`config.mk`:
```
export PLATFORM = sky130hd
export DESIGN_NAME = mul_seq_ctrl
export DESIGN_NICKNAME = d
export VERILOG_FILES = /design/src/rtl/mul_seq_pkg.sv /design/src/rtl/rr_arb2.sv /design/src/rtl/mul_seq_ctrl.sv
export SDC_FILE = /design/constraint.sdc
export NUM_CORES = 1
export LEC_CHECK = 0
export BUFFER_PORTS_ARGS = -buffer_cell sky130_fd_sc_hd__buf_2
export CORE_MARGIN = 2
export CORE_UTILIZATION = 47
export DETAILED_ROUTE_END_ITERATION = 10
export GPL_TIMING_DRIVEN = 0
export PLACE_DENSITY = 0.76
export SYNTH_ARGS = -nofsm -noshare
export SYNTH_HDL_FRONTEND = slang
export SYNTH_SLANG_ARGS = --single-unit
export TNS_END_PERCENT = 10
```
`constraint.sdc`:
```
create_clock -name clk -period 1.9 [get_ports clk]
set_clock_uncertainty 0.05 [all_clocks]
set_input_delay 0.19 -clock clk [delete_from_list [all_inputs] [get_ports clk]]
set_output_delay 0.19 -clock clk [all_outputs]
set_load 0.01 [all_outputs]
```
`src/rtl/mul_seq_pkg.sv`:
```
// Shared types and constants for the serial-load 13x13 multiplier sequencer.
package mul_seq_pkg;

    localparam int unsigned OP_W   = 13;
    localparam int unsigned SR_W   = 16;
    localparam int unsigned PROD_W = 26;
    localparam int unsigned UI_W   = 8;
    localparam int unsigned CNT_W  = 5;

    // ui_in pin positions on the multiplier
    localparam int unsigned MUL_UI_A    = 0;
    localparam int unsigned MUL_UI_B    = 1;
    localparam int unsigned MUL_UI_GATE = 2;
    localparam int unsigned MUL_UI_SEL  = 6;

    localparam logic SEL_LO = 1'b0;
    localparam logic SEL_HI = 1'b1;

    typedef enum logic [2:0] {
        S_IDLE,
        S_SHIFT,
        S_LATCH,
        S_SETTLE,
        S_RD_LO,
        S_RD_HI,
        S_DONE
    } state_t;

    typedef struct packed {
        logic            id;
        logic [OP_W-1:0] a;
        logic [OP_W-1:0] b;
    } op_req_t;

    function automatic logic [SR_W-1:0] zext_op(input logic [OP_W-1:0] x);
        return {{(SR_W - OP_W){1'b0}}, x};
    endfunction

endpackage

```
`src/rtl/rr_arb2.sv`:
```
// Two-way round-robin arbiter; the last-grant flop only moves on an accepted grant.
module rr_arb2 (
    input  logic       clk,
    input  logic       rst,
    input  logic [1:0] valid,
    input  logic       accept,
    output logic [1:0] grant_c
);

    // 1 out of reset so requester 0 wins the first tie
    logic last;

    always_comb begin
        grant_c = valid;
        if (valid == 2'b11) begin
            grant_c = last ? 2'b01 : 2'b10;
        end
    end

    always_ff @(posedge clk) begin
        if (rst) begin
            last <= 1'b1;
        end else if (accept) begin
            last <= grant_c[1];
        end
    end

endmodule

```
`src/rtl/mul_seq_ctrl.sv`:
```
// Sequencer: arbitrates two requesters, shifts operands into the multiplier,
// latches, waits, reads the product back in two halves and returns it tagged.
module mul_seq_ctrl
    import mul_seq_pkg::*;
#(
    parameter int unsigned SETTLE_CYC = 2,
    parameter int unsigned READ_LAT   = 1
) (
    input  logic              clk,
    input  logic              rst,
    input  logic              req0_valid,
    output logic              req0_ready,
    input  logic [OP_W-1:0]   req0_a,
    input  logic [OP_W-1:0]   req0_b,
    input  logic              req1_valid,
    output logic              req1_ready,
    input  logic [OP_W-1:0]   req1_a,
    input  logic [OP_W-1:0]   req1_b,
    output logic              rsp_valid,
    input  logic              rsp_ready,
    output logic              rsp_id,
    output logic [PROD_W-1:0] rsp_prod,
    output logic [UI_W-1:0]   mul_ui,
    input  logic [7:0]        mul_uo,
    input  logic [7:0]        mul_uio
);

    state_t              state, state_d;
    logic [CNT_W-1:0]    cnt, cnt_d;
    logic [SR_W-1:0]     sh_a, sh_a_d, sh_b, sh_b_d;
    logic [SR_W-1:0]     lo, lo_d;
    logic                id, id_d;
    logic [UI_W-1:0]     mul_ui_d;
    logic                rsp_valid_d, rsp_id_d;
    logic [PROD_W-1:0]   rsp_prod_d;

    logic [1:0]          grant;
    logic                idle, accept;
    op_req_t             op;
    logic [SR_W-1:0]     op_a_ext, op_b_ext;

    rr_arb2 u_arb (
        .clk     (clk),
        .rst     (rst),
        .valid   ({req1_valid, req0_valid}),
        .accept  (accept),
        .grant_c (grant)
    );

    assign idle       = (state == S_IDLE);
    assign accept     = idle & (|grant);
    assign req0_ready = idle & grant[0];
    assign req1_ready = idle & grant[1];

    assign op       = grant[1] ? {1'b1, req1_a, req1_b} : {1'b0, req0_a, req0_b};
    assign op_a_ext = zext_op(op.a);
    assign op_b_ext = zext_op(op.b);

    // Next state and next registered outputs; mul_ui_d is what the pins show in state_d
    always_comb begin
        state_d     = state;
        cnt_d       = cnt;
        sh_a_d      = sh_a;
        sh_b_d      = sh_b;
        lo_d        = lo;
        id_d        = id;
        mul_ui_d    = '0;
        rsp_valid_d = rsp_valid;
        rsp_id_d    = rsp_id;
        rsp_prod_d  = rsp_prod;

        case (state)
            S_IDLE: begin
                if (accept) begin
                    state_d            = S_SHIFT;
                    cnt_d              = CNT_W'(SR_W - 1);
                    id_d               = op.id;
                    sh_a_d             = {op_a_ext[SR_W-2:0], 1'b0};
                    sh_b_d             = {op_b_ext[SR_W-2:0], 1'b0};
                    mul_ui_d[MUL_UI_A] = op_a_ext[SR_W-1];
                    mul_ui_d[MUL_UI_B] = op_b_ext[SR_W-1];
                end
            end
            S_SHIFT: begin
                if (cnt == '0) begin
                    state_d               = S_LATCH;
                    mul_ui_d[MUL_UI_GATE] = 1'b1;
                end else begin
                    cnt_d              = cnt - CNT_W'(1);
                    mul_ui_d[MUL_UI_A] = sh_a[SR_W-1];
                    mul_ui_d[MUL_UI_B] = sh_b[SR_W-1];
                    sh_a_d             = {sh_a[SR_W-2:0], 1'b0};
                    sh_b_d             = {sh_b[SR_W-2:0], 1'b0};
                end
            end
            S_LATCH: begin
                mul_ui_d[MUL_UI_SEL] = SEL_LO;
                if (SETTLE_CYC == 0) begin
                    state_d = S_RD_LO;
                    cnt_d   = CNT_W'(READ_LAT);
                end else begin
                    state_d = S_SETTLE;
                    cnt_d   = CNT_W'(SETTLE_CYC - 1);
                end
            end
            S_SETTLE: begin
                if (cnt == '0) begin
                    state_d = S_RD_LO;
                    cnt_d   = CNT_W'(READ_LAT);
                end else begin
                    cnt_d = cnt - CNT_W'(1);
                end
            end
            S_RD_LO: begin
                if (cnt == '0) begin
                    state_d              = S_RD_HI;
                    cnt_d                = CNT_W'(READ_LAT);
                    lo_d                 = {mul_uio, mul_uo};
                    mul_ui_d[MUL_UI_SEL] = SEL_HI;
                end else begin
                    cnt_d = cnt - CNT_W'(1);
                end
            end
            S_RD_HI: begin
                // uio[7:2] carries no product bits in the high half
                if (cnt == '0) begin
                    state_d     = S_DONE;
                    rsp_valid_d = 1'b1;
                    rsp_id_d    = id;
                    rsp_prod_d  = {mul_uio[1:0], mul_uo, lo};
                end else begin
                    cnt_d                = cnt - CNT_W'(1);
                    mul_ui_d[MUL_UI_SEL] = SEL_HI;
                end
            end
            S_DONE: begin
                if (rsp_ready) begin
                    state_d     = S_IDLE;
                    rsp_valid_d = 1'b0;
                end
            end
            default: begin
                state_d = S_IDLE;
            end
        endcase
    end

    always_ff @(posedge clk) begin
        if (rst) begin
            state     <= S_IDLE;
            cnt       <= '0;
            sh_a      <= '0;
            sh_b      <= '0;
            lo        <= '0;
            id        <= 1'b0;
            mul_ui    <= '0;
            rsp_valid <= 1'b0;
            rsp_id    <= 1'b0;
            rsp_prod  <= '0;
        end else begin
            state     <= state_d;
            cnt       <= cnt_d;
            sh_a      <= sh_a_d;
            sh_b      <= sh_b_d;
            lo        <= lo_d;
            id        <= id_d;
            mul_ui    <= mul_ui_d;
            rsp_valid <= rsp_valid_d;
            rsp_id    <= rsp_id_d;
            rsp_prod  <= rsp_prod_d;
        end
    end

endmodule

```
==> metrics.yaml, run 1 <==
grt_overflow: 0
start_util_pct: 47.8
finalCritPeriodShare_pct: 107
clockBufferDepth: 2
syn_avg_cell_area_sq_um: 8.43
end_kind: "flop"
final_common_cell: "buf_2"
wl_per_cell_microns: 14.7
total_power_mw: 4.36
synthArstFlopShare_pct: 0
cap_violations: 0
gp_congestion: 0.858
final_nets: 676
antenna_found_initial: 0
final_cells: 712
peakVddDrop_mv: 0.359
die-area_sq_mm: 0.00897
tightest_slew_ns: 0.586
grt_pass1_vias: 3305
cts_buffers: 9
place_inst: 673
power_density_mw_per_mm2: 832
vias: 3784
grt_usage_pct: 21.3
htreeDepth: 3
fin_ws_ns: -0.139
first_iter_violations: 260
syn_inst: 459
vias_per_cell: 5.31
die_w_microns: 94.7
hpwl_mm: 6.81
grt_setup_unrepaired: "yes"
synth_edf_count: 0
slew_headroom_pct: 60.9
grt_max_degree: 19
cts_tree: "done"
drt_wl_total_mm: 10.5
final_cell_mix: "110 x buf_2, 101 x nand2_1, 86 x dfxtp_1"
maxSlewViolCount: 0
critPathKind: "reg2reg"
dr.pass1.iters: 5
fin_crit_ns: 2.04
hp-class: "in2reg"
ys.warnings.count: 0
clk_latency_ns: 0.37
worstPathMaxFanout: 7
clock_sinks: 88
startpoint_type: "flop"
max_freq_ghz: 0.490
violations: "setup timing"
dieHeight_microns: 94.7
fin_util_pct: 64.8
syn-cell-area_sq_mm: 0.00387
antenna_cells: 0
portBuffers: 106
grt_pass1_wl_mm: 15.3
ios: 111
finalHoldViolations: 0
ant_nets: 0
yosysUniqueCellTypes: 47
rows: 33
clock-root-buffer: "clkbuf_8"
status: "finished with violations"
synth-main-ff-cell: "dfxtp_1"
route.detailed.drc: 0
ff2ff_setup_slack_ns: -0.14
required_ns: 2.15
yosysSeqAreaShare_pct: 45.5
areaGrowthSynthToFinish_pct: 35.5
layout-drive-gt1-share_pct: 37.9
cp.arrival_ns: 2.29
path_clk_slew_ns: 0.10
setup_viol: 46
ys_ff_latch: 88
core_sq_mm: 0.00809
p_leak_nw: 2.17
## timing repair
item,4_1_cts,5_1_grt
hold endpoints to repair,2,0
resized for setup,17,76
pin swaps,9,19
cloned,0,6
setup endpoints to repair,77,83
hold buffers,2,0
buffers inserted,11,8
## worst max-delay path, cell delays in order (launching register included)
cell and delay (ns):
dfxtp_2 0.34, inv_2 0.06, ha_4 0.14, or4b_4 0.54, buf_4 0.18, nor3_4 0.15, buf_6 0.16, buf_6 0.13
nand2_1 0.08, a21oi_2 0.14
## power breakdown
part	total, mW	internal, mW	switching, mW	leakage [nW]
combinational	1.01	0.473	0.536	1.35
sequential	2.07	1.98	0.0947	0.716
clock	1.28	0.517	0.767	0.0966
total	4.36	2.97	1.40	2.17
## cell usage after synthesis (2+ instances only)
| cell | count | area (sq um) |
|---|---|---|
| and2_1 | 2 | 12.5 |
| inv_1 | 5 | 18.8 |
| or3_1 | 2 | 12.5 |
| dfxtp_1 | 88 | 1760 |
| nor4b_1 | 2 | 17.5 |
| buf_2 | 9 | 45.0 |
| nand2b_1 | 3 | 18.8 |
| buf_6 | 5 | 56.3 |
| nor4_1 | 3 | 18.8 |
| o21ai_0 | 29 | 145 |
| a221oi_1 | 2 | 17.5 |
| nor3_4 | 2 | 32.5 |
| nand2_1 | 118 | 443 |
| mux2_2 | 2 | 22.5 |
| mux2i_1 | 25 | 250 |
| a21oi_1 | 59 | 295 |
| a21boi_0 | 2 | 15.0 |
| o22ai_1 | 3 | 18.8 |
| nor2_1 | 9 | 33.8 |
| nand2_2 | 3 | 18.8 |
| a22o_1 | 24 | 210 |
| nor3_1 | 7 | 35.0 |
| nand3_1 | 8 | 40.0 |
| buf_4 | 6 | 45.0 |
| clkbuf_1 | 19 | 71.3 |
## metal layers
metal,vias to the layer above,GRT usage (%),wire (microns)
met1,1714,28.3,4530
li1,1872,-,-
met3,25,3.59,699
met5,-,0,0
met2,173,34.9,5010
met4,0,7.85,260
## cells by family (layout without fill, tap and decap cells)
logic type | after synthesis | in the layout | synth area share [%]
and+or+nand+nor | 166 | 167 | 19.3
DFF | 88 | 88 | 45.5
adders and majority gates | 1 | 1 | 0.323
other | 1 | 4 | 0.0969
AOI/OAI and AO/OA | 131 | 131 | 21.3
xor gates and xnor gates | 1 | 1 | 0.226
buffers and inverters | 44 | 188 | 6.11
muxes | 27 | 27 | 7.05
## worst paths after layout
check | depth (start not counted) | end | from
setup / recovery | 9 | rsp_prod[21] | cnt[1]
hold / removal | 3 | lo[13] | mul_uio[5]
setup reg to reg | 9 | rsp_prod[21] | cnt[1]
hold reg to reg | 2 | sh_a[15] | sh_a[15]
## sequential cells by signal, summed over array words and instances, names as in the netlist
register	cells
sh_b	15
rsp_valid	1
lo	16
rsp_id	1
cnt	5
mul_ui	4
rsp_prod	26
id	1
state	3
u_arb.last	1
sh_a	15
## stage by stage
step	hold WS, ns	setup WS (ns)	TNS (ns)	instance area [sq um]
2_1_floorplan	0.276	-0.141	-4.43	3900
3_3_place_gp	0.384	-0.330	-15.33	4560
3_5_place_dp	0.391	-0.400	-17.47	4560
4_1_cts	0.00439	-0.118	-4.53	4890
5_1_grt	0.00825	-0.204	-8.46	5240
6_report	0.0107	-0.139	-4.22	5240
## layout make-up
cell class	instances	area [sq um]
repair buffers	132	806
multi-input cells	331	2080
clock inverters	7	67.6
plain buffers	35	253
fillers	680	2850
inverters	5	18.8
clock buffers	9	124
flip-flops and latches	88	1760
well taps	105	131
Power figures use the tool's default switching activity.
==> inputs of run 2 (changes only) <==
==> constraint.sdc (replaced) <==
create_clock -name clk -period 1.9 [get_ports clk]
set_clock_uncertainty 0.05 [all_clocks]
set_input_delay 0 -clock clk [delete_from_list [all_inputs] [get_ports clk]]
set_output_delay 0 -clock clk [all_outputs]
set_load 0.01 [all_outputs]
==> run 2 against run 1 <==
  * The run still ends with setup timing left
  * Cell count rose by 4.6%
  * Critical path type unchanged
  * Global-route usage rose by 1.1 points
  * Worst hold slack got worse by 0.0024 ns
  * Critical path depth did not move
  * Non-clock buffer count rose by 33
  * Worst setup slack improved by 0.0019 ns
  * Largest power group unchanged
  * Via count rose by 4.5%
  * Power rose by 0.99%
  * Combinational power rose by 5%
  * Die area did not move
  * Sequential power barely moved
  * Count of clock-buffer cells in the layout did not move
==> metrics.yaml, run 2 (synthesis results as in run 1) <==
clock_sinks: 88  # unchanged
clk_latency_ns: 0.36  # about the same
peakVddDrop_mv: 0.364  # +1.5%
clockBufferDepth: 2  # unchanged
ant_nets: 0  # unchanged
startpoint_type: "flop"
drt_wl_total_mm: 10.9  # +3.5%
areaGrowthSynthToFinish_pct: 42.8
grt_usage_pct: 22.4  # +1.1 points
end_kind: "flop"
slew_headroom_pct: 62.4  # +1.5 points
die_w_microns: 94.7  # unchanged
clock-root-buffer: "clkbuf_8"
final_common_cell: "buf_2"
antenna_cells: 0  # unchanged
regMostFlops: "rsp_prod"
p_leak_nw: 2.28  # +5.4%
path_clk_slew_ns: 0.10  # about the same
cts_buffers: 9  # unchanged
dpl-instance-area_sq_mm: 0.00456  # unchanged
max_freq_ghz: 0.491  # about the same
dr.pass1.iters: 5  # unchanged
wl_per_cell_microns: 14.6  # -1.1%
ios: 111  # unchanged
cp.arrival_ns: 2.28  # about the same
cts_tree: "done"
gp_congestion: 0.858  # unchanged
reg_top3: "rsp_prod x26, lo x16"
final_cells: 745  # +4.6%
grt_pass1_vias: 3463  # +4.8%
start_util_pct: 47.8  # unchanged
dieHeight_microns: 94.7  # unchanged
grt_setup_unrepaired: "yes"
first_iter_violations: 282  # +8.5%
die-area_sq_mm: 0.00897  # unchanged
final_cell_mix: "110 x buf_2, 102 x nand2_1, 86 x dfxtp_1"
vias: 3953  # +4.5%
largest_reg_flops: 26  # unchanged
critPathKind: "reg2reg"
design_area_sq_mm: 0.00553  # +5.4%
rows: 33  # unchanged
core_sq_mm: 0.00809  # unchanged
maxSlewViolCount: 0  # unchanged
dpl_worst_slack_ns: -0.400  # unchanged
antenna_found_initial: 0  # unchanged
place_inst: 673  # unchanged
setup_viol: 44  # -4.3%
worstPathMaxFanout: 7  # unchanged
power_density_mw_per_mm2: 797  # -4.2%
hp-class: "in2reg"
whs_ns: 0.00827  # -0.00238 ns
portBuffers: 106  # unchanged
htreeDepth: 3  # unchanged
vias_per_cell: 5.31  # -0.16%
finalCritPeriodShare_pct: 107  # about the same
layout-drive-gt1-share_pct: 35.2  # -2.7 points
final_nets: 709  # +4.9%
cap_violations: 0  # unchanged
fin_ws_ns: -0.137  # +0.00191 ns
required_ns: 2.14  # about the same
grt_overflow: 0  # unchanged
fin_crit_ns: 2.04  # -0.00191 ns
grt_max_degree: 19  # unchanged
route.detailed.drc: 0  # unchanged
finalHoldViolations: 0  # unchanged
grt_pass1_wl_mm: 16.1  # +4.8%
hpwl_mm: 6.81  # unchanged
total_power_mw: 4.41  # +0.99%
violations: "setup timing"
status: "finished with violations"
tightest_slew_ns: 0.564  # -0.0227 ns
[run 2: changes by cell type in the layout (fill, tap and decap cells not counted), moves of 2 or more]
cell and change:
a21oi_1 +2, clkbuf_4 +2, dlygate4sd3_1 +34, a21oi_2 -2
[run 2: per-stage QoR]
step                util (%)  setup TNS (ns)
global placement        56.4          -15.33
detailed placement      56.4          -17.47
CTS                     64.5           -3.88
floorplan                  -           -4.43
finish                  68.3           -3.90
global route            68.3           -8.10
[run 2: power by group]
group	total [mW]	internal, mW	switching, mW
Sequential	2.07	1.98	0.0963
Combinational	1.06	0.512	0.547
Clock	1.27	0.517	0.758
Total	4.41	3.01	1.40
[run 2: path summary, 6_finish.rpt]
path         startpoint           to  slack [ns]  depth (start not counted)
max              cnt[1]  rsp_prod[5]       -0.14                          9
min          req1_b[10]     sh_b[11]       0.008                          4
max reg2reg      cnt[1]  rsp_prod[5]       -0.14                          9
min reg2reg    sh_a[15]     sh_a[15]        0.41                          2
[run 2: per-layer routing]
| layer | vias to the layer above | track usage [%] | share of wire, % |
|---|---|---|---|
| met5 | - | 0 | 0 |
| met4 | 0 | 7.13 | 2.1 |
| met3 | 23 | 3.83 | 6.1 |
| met2 | 177 | 38.3 | 49 |
| met1 | 1806 | 28.8 | 43 |
| li1 | 1947 | - | - |
[run 2: timing repair]
action,CTS,global route
hold endpoints to repair,41,0
endpoints found under the setup margin,77,82
setup buffers,11,8
hold buffers,36,0
cloned,0,5
pin swaps,10,14
resized for setup,13,70
[run 2: cell type report]
class	count	area (sq um)
Clock inverter	7	67.6
Buffer	35	239
Multi-Input combinational cell	331	2060
Inverter	5	18.8
Sequential cell	88	1760
Timing Repair Buffer	165	1120
Tap cell	105	131
Clock buffer	9	124
Fill cell	650	2570
[run 2: critical path: stages, from the launching register on]
cell,delay (ns)
dfxtp_2,0.34
inv_2,0.06
ha_4,0.14
or4b_4,0.53
buf_4,0.18
nor3_4,0.15
buf_6,0.16
buf_4,0.15
nand2_1,0.08
a21oi_1,0.14
